## config.mk

```make
export PLATFORM = sky130hd
export DESIGN_NAME = crd_intersect
export DESIGN_NICKNAME = d
export VERILOG_FILES = /design/src/rtl/crd_intersect.sv
export SDC_FILE = /design/constraint.sdc
export NUM_CORES = 1
export LEC_CHECK = 0
export BUFFER_PORTS_ARGS = -buffer_cell sky130_fd_sc_hd__buf_4
export CAP_MARGIN = 0
export CORE_ASPECT_RATIO = 1.2
export CORE_MARGIN = 1.5
export CORE_UTILIZATION = 44
export DETAILED_ROUTE_END_ITERATION = 8
export GPL_ROUTABILITY_DRIVEN = 1
export HOLD_SLACK_MARGIN = 0.12
export PLACE_DENSITY = 0.8
export SKIP_CTS_REPAIR_TIMING = 1
export SLEW_MARGIN = 40
export SYNTH_ARGS = -nofsm -noshare
export SYNTH_HDL_FRONTEND = slang
export SYNTH_SLANG_ARGS = --single-unit
```

## constraint.sdc

```tcl
create_clock -name clk -period 2 [get_ports clk]
set_input_delay 0.4 -clock clk [delete_from_list [all_inputs] [get_ports clk]]
set_output_delay 0.4 -clock clk [all_outputs]
set_load 0.02 [all_outputs]
```

## src/rtl/crd_intersect.sv

```systemverilog
// ---------------------------------------------------------------------------
// CrdIntersect: two-lane coordinate intersection.
// Each lane presents a coordinate token with its reference token under one
// valid/ready handshake. Tokens are DATA_W+1 bits wide. Top bit 0 means data.
// Top bit 1 with payload DONE_CODE means "done". Any other top-bit-1 token is
// a stop marker whose level is the payload.
// Matching data coordinates are emitted with both references. Stop and done
// markers are aligned across the lanes and forwarded on all three outputs.
// All outputs come from registers.
//
// Ports:
//   clk, rst_n           clock, synchronous active-low reset
//   clk_en               freezes all state when low
//   flush                synchronous clear, same effect as reset
//   tile_en              block enable; when low, handshakes are blocked
//   crd_in_0, ref_in_0   lane 0 coordinate/reference (in_0_valid/in_0_ready)
//   crd_in_1, ref_in_1   lane 1 coordinate/reference (in_1_valid/in_1_ready)
//   crd_out, ref_out_0,  registered output triple (out_valid/out_ready)
//   ref_out_1
//   err                  only with CRD_INTERSECT_ERR_EN defined: sticky flag,
//                        set when two stop markers with different levels meet
//
// Build option: define CRD_INTERSECT_ERR_EN to add the err port.
// ---------------------------------------------------------------------------
module crd_intersect #(
  parameter int                DATA_W    = 16,
  parameter logic [DATA_W-1:0] DONE_CODE = DATA_W'(16'h0100)
) (
  input  logic            clk,
  input  logic            rst_n,
  input  logic            clk_en,
  input  logic            flush,
  input  logic            tile_en,
  input  logic [DATA_W:0] crd_in_0,
  input  logic [DATA_W:0] ref_in_0,
  input  logic            in_0_valid,
  output logic            in_0_ready,
  input  logic [DATA_W:0] crd_in_1,
  input  logic [DATA_W:0] ref_in_1,
  input  logic            in_1_valid,
  output logic            in_1_ready,
  output logic [DATA_W:0] crd_out,
  output logic [DATA_W:0] ref_out_0,
  output logic [DATA_W:0] ref_out_1,
  output logic            out_valid,
  input  logic            out_ready
`ifdef CRD_INTERSECT_ERR_EN
  ,
  output logic            err
`endif
);

  typedef enum logic [1:0] {ST_START, ST_RUN, ST_DONE} state_t;

  state_t          r_state;
  state_t          w_nextState;
  logic            r_valid;
  logic [DATA_W:0] r_crd;
  logic [DATA_W:0] r_ref0;
  logic [DATA_W:0] r_ref1;
  logic            r_err;

  logic            w_aData, w_aDone, w_aStop;
  logic            w_bData, w_bDone, w_bStop;
  logic            w_emit, w_pop0, w_pop1, w_mismatch;
  logic [DATA_W:0] w_emitCrd, w_emitRef0, w_emitRef1;
  logic            w_decide, w_space, w_fire, w_outValid, w_outXfer;

  assign w_aData = ~crd_in_0[DATA_W];
  assign w_aDone =  crd_in_0[DATA_W] & (crd_in_0[DATA_W-1:0] == DONE_CODE);
  assign w_aStop =  crd_in_0[DATA_W] & ~w_aDone;
  assign w_bData = ~crd_in_1[DATA_W];
  assign w_bDone =  crd_in_1[DATA_W] & (crd_in_1[DATA_W-1:0] == DONE_CODE);
  assign w_bStop =  crd_in_1[DATA_W] & ~w_bDone;

  // out_valid is held low while the block is frozen or disabled.
  // A transfer can therefore never be seen by the consumer while our state
  // cannot advance.
  assign w_outValid = r_valid & tile_en & clk_en;
  assign w_outXfer  = w_outValid & out_ready;
  assign w_space    = ~w_outValid | out_ready;
  assign w_decide   = clk_en & tile_en & (r_state == ST_RUN) & in_0_valid & in_1_valid;
  // Emitting decisions wait for output space. Pure pops never wait.
  assign w_fire     = w_decide & w_emit & w_space;

  // Decision table on the two lane heads, plus the next-state logic.
  always_comb begin
    w_emit      = 1'b0;
    w_pop0      = 1'b0;
    w_pop1      = 1'b0;
    w_mismatch  = 1'b0;
    w_emitCrd   = '0;
    w_emitRef0  = '0;
    w_emitRef1  = '0;
    w_nextState = r_state;

    if (w_aData && w_bData) begin
      if (crd_in_0[DATA_W-1:0] == crd_in_1[DATA_W-1:0]) begin
        w_emit     = 1'b1;
        w_pop0     = 1'b1;
        w_pop1     = 1'b1;
        w_emitCrd  = crd_in_0;
        w_emitRef0 = ref_in_0;
        w_emitRef1 = ref_in_1;
      end else if (crd_in_0[DATA_W-1:0] < crd_in_1[DATA_W-1:0]) begin
        w_pop0 = 1'b1;
      end else begin
        w_pop1 = 1'b1;
      end
    end else if (w_aData) begin
      // Lane 0 data cannot match a marker on lane 1, so drop it.
      w_pop0 = 1'b1;
    end else if (w_bData) begin
      w_pop1 = 1'b1;
    end else if (w_aStop && w_bStop) begin
      // Differing levels still emit lane 0's level, so the stream stays aligned.
      w_emit     = 1'b1;
      w_pop0     = 1'b1;
      w_pop1     = 1'b1;
      w_mismatch = (crd_in_0 != crd_in_1);
      w_emitCrd  = crd_in_0;
      w_emitRef0 = crd_in_0;
      w_emitRef1 = crd_in_0;
    end else if (w_aDone && w_bDone) begin
      w_emit     = 1'b1;
      w_pop0     = 1'b1;
      w_pop1     = 1'b1;
      w_emitCrd  = crd_in_0;
      w_emitRef0 = crd_in_0;
      w_emitRef1 = crd_in_0;
    end else if (w_aStop) begin
      // Stop on lane 0 against done on lane 1: lane 0 catches up.
      w_pop0 = 1'b1;
    end else begin
      w_pop1 = 1'b1;
    end

    case (r_state)
      ST_START: if (tile_en) w_nextState = ST_RUN;
      ST_RUN:   if (w_fire && w_aDone && w_bDone) w_nextState = ST_DONE;
      ST_DONE:  if (w_outXfer) w_nextState = ST_START;
      default:  w_nextState = ST_START;
    endcase
  end

  assign in_0_ready = w_decide & w_pop0 & (~w_emit | w_space);
  assign in_1_ready = w_decide & w_pop1 & (~w_emit | w_space);
  assign out_valid  = w_outValid;
  assign crd_out    = r_crd;
  assign ref_out_0  = r_ref0;
  assign ref_out_1  = r_ref1;

`ifdef CRD_INTERSECT_ERR_EN
  assign err = r_err;
`endif

  // State register and output register.
  // Reset and flush override clk_en, and they discard any pending output.
  always_ff @(posedge clk) begin
    if (!rst_n || flush) begin
      r_state <= ST_START;
      r_valid <= 1'b0;
      r_crd   <= '0;
      r_ref0  <= '0;
      r_ref1  <= '0;
      r_err   <= 1'b0;
    end else if (clk_en) begin
      r_state <= w_nextState;
      if (w_fire) begin
        r_valid <= 1'b1;
        r_crd   <= w_emitCrd;
        r_ref0  <= w_emitRef0;
        r_ref1  <= w_emitRef1;
      end else if (w_outXfer) begin
        r_valid <= 1'b0;
      end
      if (w_fire && w_mismatch) r_err <= 1'b1;
    end
  end

`ifndef CRD_INTERSECT_ERR_EN
  logic w_unusedErr;
  assign w_unusedErr = r_err;
`endif

endmodule
```

==> results of run 1 <==
-- per-layer routing --
| metal | track usage | vias to the layer above | routed length [um] |
|---|---|---|---|
| li1 | - | 1631 | - |
| met1 | 0.321 | 1634 | 4280 |
| met2 | 0.478 | 142 | 5480 |
| met3 | 0.0408 | 23 | 674 |
| met4 | 0.0920 | 0 | 302 |
| met5 | 0 | - | 0 |
-- worst max path at each step --
stage | startpoint | end | slack (ps) | cells after the start
after floorplan | crd_in_0[12] | in_0_ready | -140 | 6
after global placement | crd_in_1[11] | in_0_ready | -340 | 9
after detailed placement | crd_in_0[7] | in_1_ready | -380 | 8
after CTS | crd_in_0[7] | in_1_ready | -400 | 8
after global routing | crd_in_0[0] | in_1_ready | -390 | 8
final | crd_in_0[0] | in_1_ready | -350 | 8
-- metrics by stage --
stage | total power (uW) | TNS [ps] | setup WS (ps) | utilization
3_5_place_dp | 1480 | -13260 | -376 | 0.654
6_report | 2130 | -663 | -352 | 0.711
3_3_place_gp | 1470 | -12530 | -340 | 0.654
5_1_grt | 2210 | -1440 | -386 | 0.711
2_1_floorplan | 1240 | -274 | -137 | -
4_1_cts | 2100 | -792 | -397 | 0.666
-- layout make-up --
type | count | share of cell area
well taps | 87 | 0.0222
clock inverters | 2 | 0.00281
multi-input cells | 238 | 0.431
flip-flops and latches | 54 | 0.221
inverters | 19 | 0.0145
clock buffers | 5 | 0.0140
repair buffers | 174 | 0.295
-- cell families (layout without fill, tap and decap cells) --
logic type      count (synthesis)  after routing  share of synthesized area
flops                          54             54                      0.342
buf+inv                        53            200                     0.0851
fa+ha+maj                      16             16                     0.0633
simple gates                   77             77                      0.129
compound gates                128            128                      0.325
mux                            16             16                     0.0507
xor+xnor                        1              1                    0.00515
-- critical path, delay by kind of cell --
kind	cells	cell delay [ps]
buf+inv	3	470
simple gates	2	440
xor+xnor	1	120
compound gates	2	520
-- synth_stat cells, types with 2 or more instances --
cell type / count / area share
buf_6: 6 / 0.021
clkbuf_1: 13 / 0.015
nor4b_1: 2 / 0.0055
a32oi_1: 32 / 0.089
nor4_1: 7 / 0.014
dfxtp_1: 54 / 0.34
a21o_1: 2 / 0.0047
inv_1: 19 / 0.023
a211oi_1: 57 / 0.14
a21oi_1: 10 / 0.016
a21boi_0: 2 / 0.0047
nor2_1: 4 / 0.0047
nand2b_1: 6 / 0.012
o21ai_0: 6 / 0.0095
mux2i_1: 16 / 0.051
o221a_2: 2 / 0.0071
o21a_1: 2 / 0.0047
nand4_1: 2 / 0.0040
buf_4: 3 / 0.0071
and4_1: 4 / 0.011
ha_1: 16 / 0.063
nand2_1: 40 / 0.047
buf_2: 11 / 0.017
a211oi_2: 10 / 0.040
-- sequential cells by signal (all words and copies together), names as in the netlist --
name and cells:
ref_out_1 17, r_valid 1, crd_out 17, ref_out_0 17, r_state 2
-- power breakdown --
| part | internal, uW | switching [uW] | leakage [uW] |
|---|---|---|---|
| registers | 1080 | 1.12 | 0.000435 |
| logic | 225 | 211 | 0.00147 |
| clock network | 243 | 379 | 0.0000444 |
==> results.cfg, run 1 <==
[run_status]
violations = setup timing
status = complete, but fails checks

[timing]
slew_violations = 0
finalHoldViolations = 0
grt_setup_unrepaired = yes
worst_hold_slack_ps = 349
relSlewSlack = 0.692
fin_ws_ps = -352
fin_crit_sh = 1.18
tightest_slew_ps = 462
finalCriticalPeriod_ps = 2350
clock.fmax_ghz = 0.425
setup_violations = 3
final.setup_skew_ps = 8.17

[placed_design]
place_inst = 569
place_hpwl_mm = 7.71
placedInstanceArea_mm2 = 0.00451
gp_congestion = 0.887
port_buffers = 129

[worst_setup_path]
worstPathMaxFanout = 4
r2r_slack_ps = 140
crit_required_ps = 1600
cpPeakStageDelay_ps = 280
cp-end-kind = output port
cp.arrival_ps = 1950
cp_cell_sequence = buf_4 -> nor4_4 -> nand4_1 -> buf_6 -> xnor2_4 -> a21o_1 -> a211oi_4 -> buf_6
timing.critical_path.mode_cell = buf_6
worstSetupPathType = primary input to output port
critPathLaunchType = primary input
r2r_end = ref_out_0[9]$_SDFFE_PP0P_
crit_slowest_cell = a211oi_4
reg2reg_depth = 6
r2r-start = r_state[0]$_SDFFE_PP0P_

[grt]
antenna_found_initial = 0
grt_max_degree = 37
track_usage = 0.266
grt_pass1_wl_mm = 16.0
globalRouteOverflowTotal = 0
grt_pass1_vias = 3272

[drt]
drt_wl_total_mm = 10.7
drt_drc_violations_left = 0
vias = 3430
routedWlPerCell_um = 18.5
first_iter_violations = 173
viasPerCell = 5.92
route.antenna.remaining_nets = 0
dr.pass1.iters = 4

[clock_network]
htree_levels = 2
clk_pin_slew_ps = 100
tritoncts = built
cts_max_path_buffers = 2
root_buffer = clkbuf_8
clock_sinks = 54
numCtsBuffers = 5
clkLatencyLatePin_ps = 320

[yosys]
ys_warn_count = 0
synth-seq-cells = 54
syn_area_mm2 = 0.00316
ys.flop_type = dfxtp_1
ys_types = 43
netlist_instances = 345
synthArstFlopShare = 0
syn_nets = 437
avgSynthCellArea_um2 = 9.16
synth_edf_count = 0
synth_seq_area_share = 0.342

[die]
die_area_mm2 = 0.00771
start_util = 0.459
die_y_um = 95.9
ioPinCount = 130
dieWidth_um = 80.4
placement_rows = 33
core_area_mm2 = 0.00690

[finish]
regArea_mm2 = 0.00108
fin_nets = 584
fillers = 546
layout_commonest_cell = buf_4
drive_above_1_share = 0.470
stdcell_area_mm2 = 0.00490
num_antenna_cells = 0
syn2layout_area_growth_pct = 55.0
final_cell_mix = buf_4, dfxtp_1, a211oi_1, nand2_1, a32oi_1
final_cells = 579
multi_input_area_mm2 = 0.00211

[min_path]
min_from = crd_in_0[15]
worstHoldPathCells = 3
hold_path.class = primary input to flip-flop
hold_path_end = crd_out[15]$_SDFFE_PP0P_

[flow_run]
drv_cap = 0

[power_and_ir_drop]
leakage_uw = 0.00194
vdd_ir_drop_max_uv = 323
power_density_mw_per_mm2 = 435
No activity file was read; power rests on OpenSTA's default activity.
==> run 2, diff against run 1 <==
- PLACE_DENSITY: 0.8 -> 0.77
==> run 2 against run 1 <==
The flow still finishes with violations (setup timing). Sequential power barely moved. Combinational power fell by 3%. Clock power rose by 8.8%. Largest power group unchanged. Highest routed layer unchanged.
==> results.cfg, run 2 (same netlist as run 1, synthesis figures left out) <==
[die]
core_area_mm2 = 0.00690
start_util = 0.459
die_area_mm2 = 0.00771
placement_rows = 33
dieWidth_um = 80.4
ioPinCount = 130
die_y_um = 95.9

[worst_setup_path]
cp.arrival_ps = 1950
critPathLaunchType = primary input
crit_required_ps = 1600
worstSetupPathType = primary input to output port
cp-end-kind = output port
reg2reg_depth = 5
worstPathMaxFanout = 4

[finish]
utilization = 0.700
fillers = 532
fin_nets = 584
layout_commonest_cell = buf_4
drive_above_1_share = 0.460
final_cell_mix = buf_4, dfxtp_1, a211oi_1, nand2_1, a32oi_1
num_antenna_cells = 0
syn2layout_area_growth_pct = 52.6
stdcell_area_mm2 = 0.00482

[drt]
vias = 3398
routedWlPerCell_um = 17.8
dr.pass1.iters = 4
drt_wl_total_mm = 10.3
drt_drc_violations_left = 0
viasPerCell = 5.86
first_iter_violations = 260
route.antenna.remaining_nets = 0

[clock_network]
clkLatencyLatePin_ps = 320
tritoncts = built
numCtsBuffers = 5
root_buffer = clkbuf_8
htree_levels = 2
cts_max_path_buffers = 2
clk_pin_slew_ps = 100
clock_sinks = 54

[timing]
fin_crit_sh = 1.17
slew_violations = 0
fin_ws_ps = -347
final.setup_skew_ps = 9.13
grt_setup_unrepaired = yes
relSlewSlack = 0.665
tightest_slew_ps = 498
setup_violations = 2
finalSetupTns_ps = -605
finalHoldViolations = 0
finalCriticalPeriod_ps = 2350
clock.fmax_ghz = 0.426

[grt]
grt_max_degree = 48
antenna_found_initial = 0
globalRouteOverflowTotal = 0
grt_pass1_wl_mm = 16.1
grt_pass1_vias = 3338
track_usage = 0.269

[flow_run]
drv_cap = 0

[min_path]
worstHoldPathCells = 2
hold_path.class = primary input to flip-flop

[power_and_ir_drop]
vdd_ir_drop_max_uv = 308
power_uw = 2180
power_density_mw_per_mm2 = 451
leakage_uw = 0.00193

[run_status]
violations = setup timing
status = complete, but fails checks

[placed_design]
gp_congestion = 0.872
place_hpwl_mm = 7.62
post-place-ws_ps = -339
placedInstanceArea_mm2 = 0.00455
port_buffers = 129
[run 2: cell types whose count changed in the layout (fill, tap and decap cells not counted), sizes merged]
cell	delta
clkinv	+1
inv	-1
buf	+1
[run 2: where the power goes]
group / internal (uW) / leakage, uW / switching (uW)
logic: 219 / 0.00145 / 203
registers: 1080 / 0.000435 / 1.11
clock network: 286 / 0.0000514 / 391
[run 2: metal layers]
metal  up-vias  part of all wire  global-route usage
met5         -                 0                   0
met4         0             0.019               0.101
met3        15             0.067              0.0436
met2       138              0.51               0.469
met1      1611              0.40               0.331
li1       1634                 -                   -
[run 2: through the flow]
step,hold WS (ps),instances
2_1_floorplan,533,345
3_3_place_gp,445,571
3_5_place_dp,448,571
4_1_cts,359,579
5_1_grt,355,580
6_report,357,580
[run 2: area by class of cell]
type	count	area, um^2	share of cell area
Timing Repair Buffer	174	1410	0.291
Tap cell	87	109	0.0226
Clock buffer	6	82.6	0.0171
Multi-Input combinational cell	238	2060	0.426
Clock inverter	2	17.5	0.00363
Inverter	19	71.3	0.0148
Sequential cell	54	1080	0.224
[run 2: path summary, 6_finish.rpt]
check / from / end / slack, ps
hold reg to reg: crd_out[10]$_SDFFE_PP0P_ / crd_out[10]$_SDFFE_PP0P_ / 460
hold / removal: ref_in_0[16] / ref_out_0[16]$_SDFFE_PP0P_ / 360
setup reg to reg: r_state[0]$_SDFFE_PP0P_ / r_state[0]$_SDFFE_PP0P_ / 120
setup / recovery: crd_in_0[15] / in_1_ready / -350
[run 2: critical path, stage by stage]
cell and delay (ps):
buf_4 140, ha_1 310, and4_4 250, nand4_2 120, nand2b_1 90, and3b_2 220
a211oi_4 250, buf_6 160
==> run 3, diff against run 2 <==
- PLACE_DENSITY: 0.77 -> 0.79
==> run 3 against run 2 <==
The run still ends with setup timing left. Utilization grew 5.2 points. Non-clock buffer count rose by 7. Sequential cell count is the same. Sequential share of layout area down 1.6 points. First-iteration DRC count is 11% lower. Fmax up 2.7%. Cell count up 1.2%. Critical path type unchanged. Highest routed layer unchanged.
==> results.cfg, run 3 (same netlist as run 1, synthesis figures left out) <==
[die]
ioPinCount = 130
start_util = 0.459
die_y_um = 95.9
die_area_mm2 = 0.00771
placement_rows = 33
dieWidth_um = 80.4
core_area_mm2 = 0.00690

[drt]
routedWlPerCell_um = 20.2
route.antenna.remaining_nets = 0
vias = 3644
viasPerCell = 6.21
first_iter_violations = 231
drt_wl_total_mm = 11.9
dr.pass1.iters = 5
drt_drc_violations_left = 0

[run_status]
violations = setup timing
status = complete, but fails checks

[worst_setup_path]
r2r-start = r_state[0]$_SDFFE_PP0P_
cp.arrival_ps = 1890
crit_required_ps = 1600
worstSetupPathType = primary input to output port
crit_slowest_cell = a211oi_4
cpPeakStageDelay_ps = 240
cp-end-kind = output port
crit_path_start = crd_in_0[7]
critPathLaunchType = primary input
worstPathMaxFanout = 4
timing.critical_path.mode_cell = buf_6
critPathTopFamily = buffers and inverters
timing.critical_path.buf_inv = 4
cp_cell_sequence = buf_8 -> buf_6 -> nor4_4 -> nand4_1 -> buf_6 -> xnor2_4 -> a21o_4 -> a211oi_4 -> buf_6

[power_and_ir_drop]
comb_power_share = 0.211
power_uw = 2330
pwr-share-seq = 0.462
p_sw_frac = 0.266
vdd_ir_drop_max_uv = 383
power_density_mw_per_mm2 = 450
leakage_uw = 0.00201
p_clk_frac = 0.327
p_int_uw = 1710
p_sw_uw = 620

[timing]
final.setup_skew_ps = 6.31
worst_hold_slack_ps = 361
fin_crit_sh = 1.14
clock.fmax_ghz = 0.437
finalCriticalPeriod_ps = 2290
finalHoldViolations = 0
tightest_slew_ps = 497
finalSetupTns_ps = -1310
grt_setup_unrepaired = yes
setup_violations = 27
relSlewSlack = 0.666
fin_ws_ps = -286
slew_violations = 0

[finish]
syn2layout_area_growth_pct = 64.0
drive_above_1_share = 0.528
final_cell_mix = buf_4, dfxtp_1, a211oi_1, nand2_1
final_cells = 587
num_antenna_cells = 0
fin_nets = 591
layout_commonest_cell = buf_4

[grt]
globalRouteOverflowTotal = 0
grt_pass1_vias = 3337
antenna_found_initial = 0
track_usage = 0.265
grt_pass1_wl_mm = 15.9
grt_max_degree = 37

[clock_network]
htree_levels = 2
cts_max_path_buffers = 2
root_buffer = clkbuf_8
numCtsBuffers = 5
clock_sinks = 54
clkLatencyLatePin_ps = 310
tritoncts = built
clk_pin_slew_ps = 100

[placed_design]
post-place-ws_ps = -313
gp_congestion = 0.992
port_buffers = 129
place_inst = 574
place_hpwl_mm = 7.82

[min_path]
hold_path.class = primary input to flip-flop
min_from = ref_in_0[16]

[flow_run]
drv_cap = 0
run 3: cell count changes in the layout (fill, tap and decap cells not counted), moves of 4 or more:
cell     delta
a32oi_2     +6
buf_6      +16
inv_4       +4
ha_4       +10
inv_2       +8
buf_4      -13
a32oi_1     -6
ha_1       -10
inv_1      -12
run 3: worst register-to-register path, cell delays in order, from the launching register on:
cell	delay [ps]
dfxtp_1	400
nand4b_1	160
a211o_2	410
nor3_4	280
a21o_4	180
buf_12	180
mux2i_1	210
run 3: area by class of cell:
class                           instances  area, um^2
Multi-Input combinational cell        238        2230
Fill cell                             476        1710
Timing Repair Buffer                  181        1570
Sequential cell                        54        1080
Tap cell                               87         109
Inverter                               19        81.3
Clock buffer                            5        68.8
Clock inverter                          3        47.5
run 3: power by group through the flow:
stage          Combinational, uW  Clock, uW  Sequential (uW)
4_1_cts                      387        775             1080
6_report                     493        763             1080
5_1_grt                      523        818             1080
2_1_floorplan                140          0             1100
3_3_place_gp                 376          0             1100
3_5_place_dp                 384          0             1100
run 3: metal layers:
layer  share of wire  GRT usage
met5               0          0
met4           0.044     0.0905
met3           0.065     0.0341
met2            0.51      0.480
met1            0.38      0.320
run 3: worst paths after layout:
path	end	cells past startpoint	slack, ps
max	in_0_ready	9	-290
min	ref_out_0[16]$_SDFFE_PP0P_	2	360
max reg2reg	crd_out[6]$_SDFFE_PP0P_	6	100
min reg2reg	crd_out[15]$_SDFFE_PP0P_	2	460
run 3: metrics by stage:
| stage | utilization | cell area, um^2 |
|---|---|---|
| after floorplan | - | 3260 |
| after global placement | 0.659 | 4540 |
| after detailed placement | 0.659 | 4540 |
| after CTS | 0.676 | 4660 |
| after global routing | 0.752 | 5180 |
| final | 0.752 | 5180 |
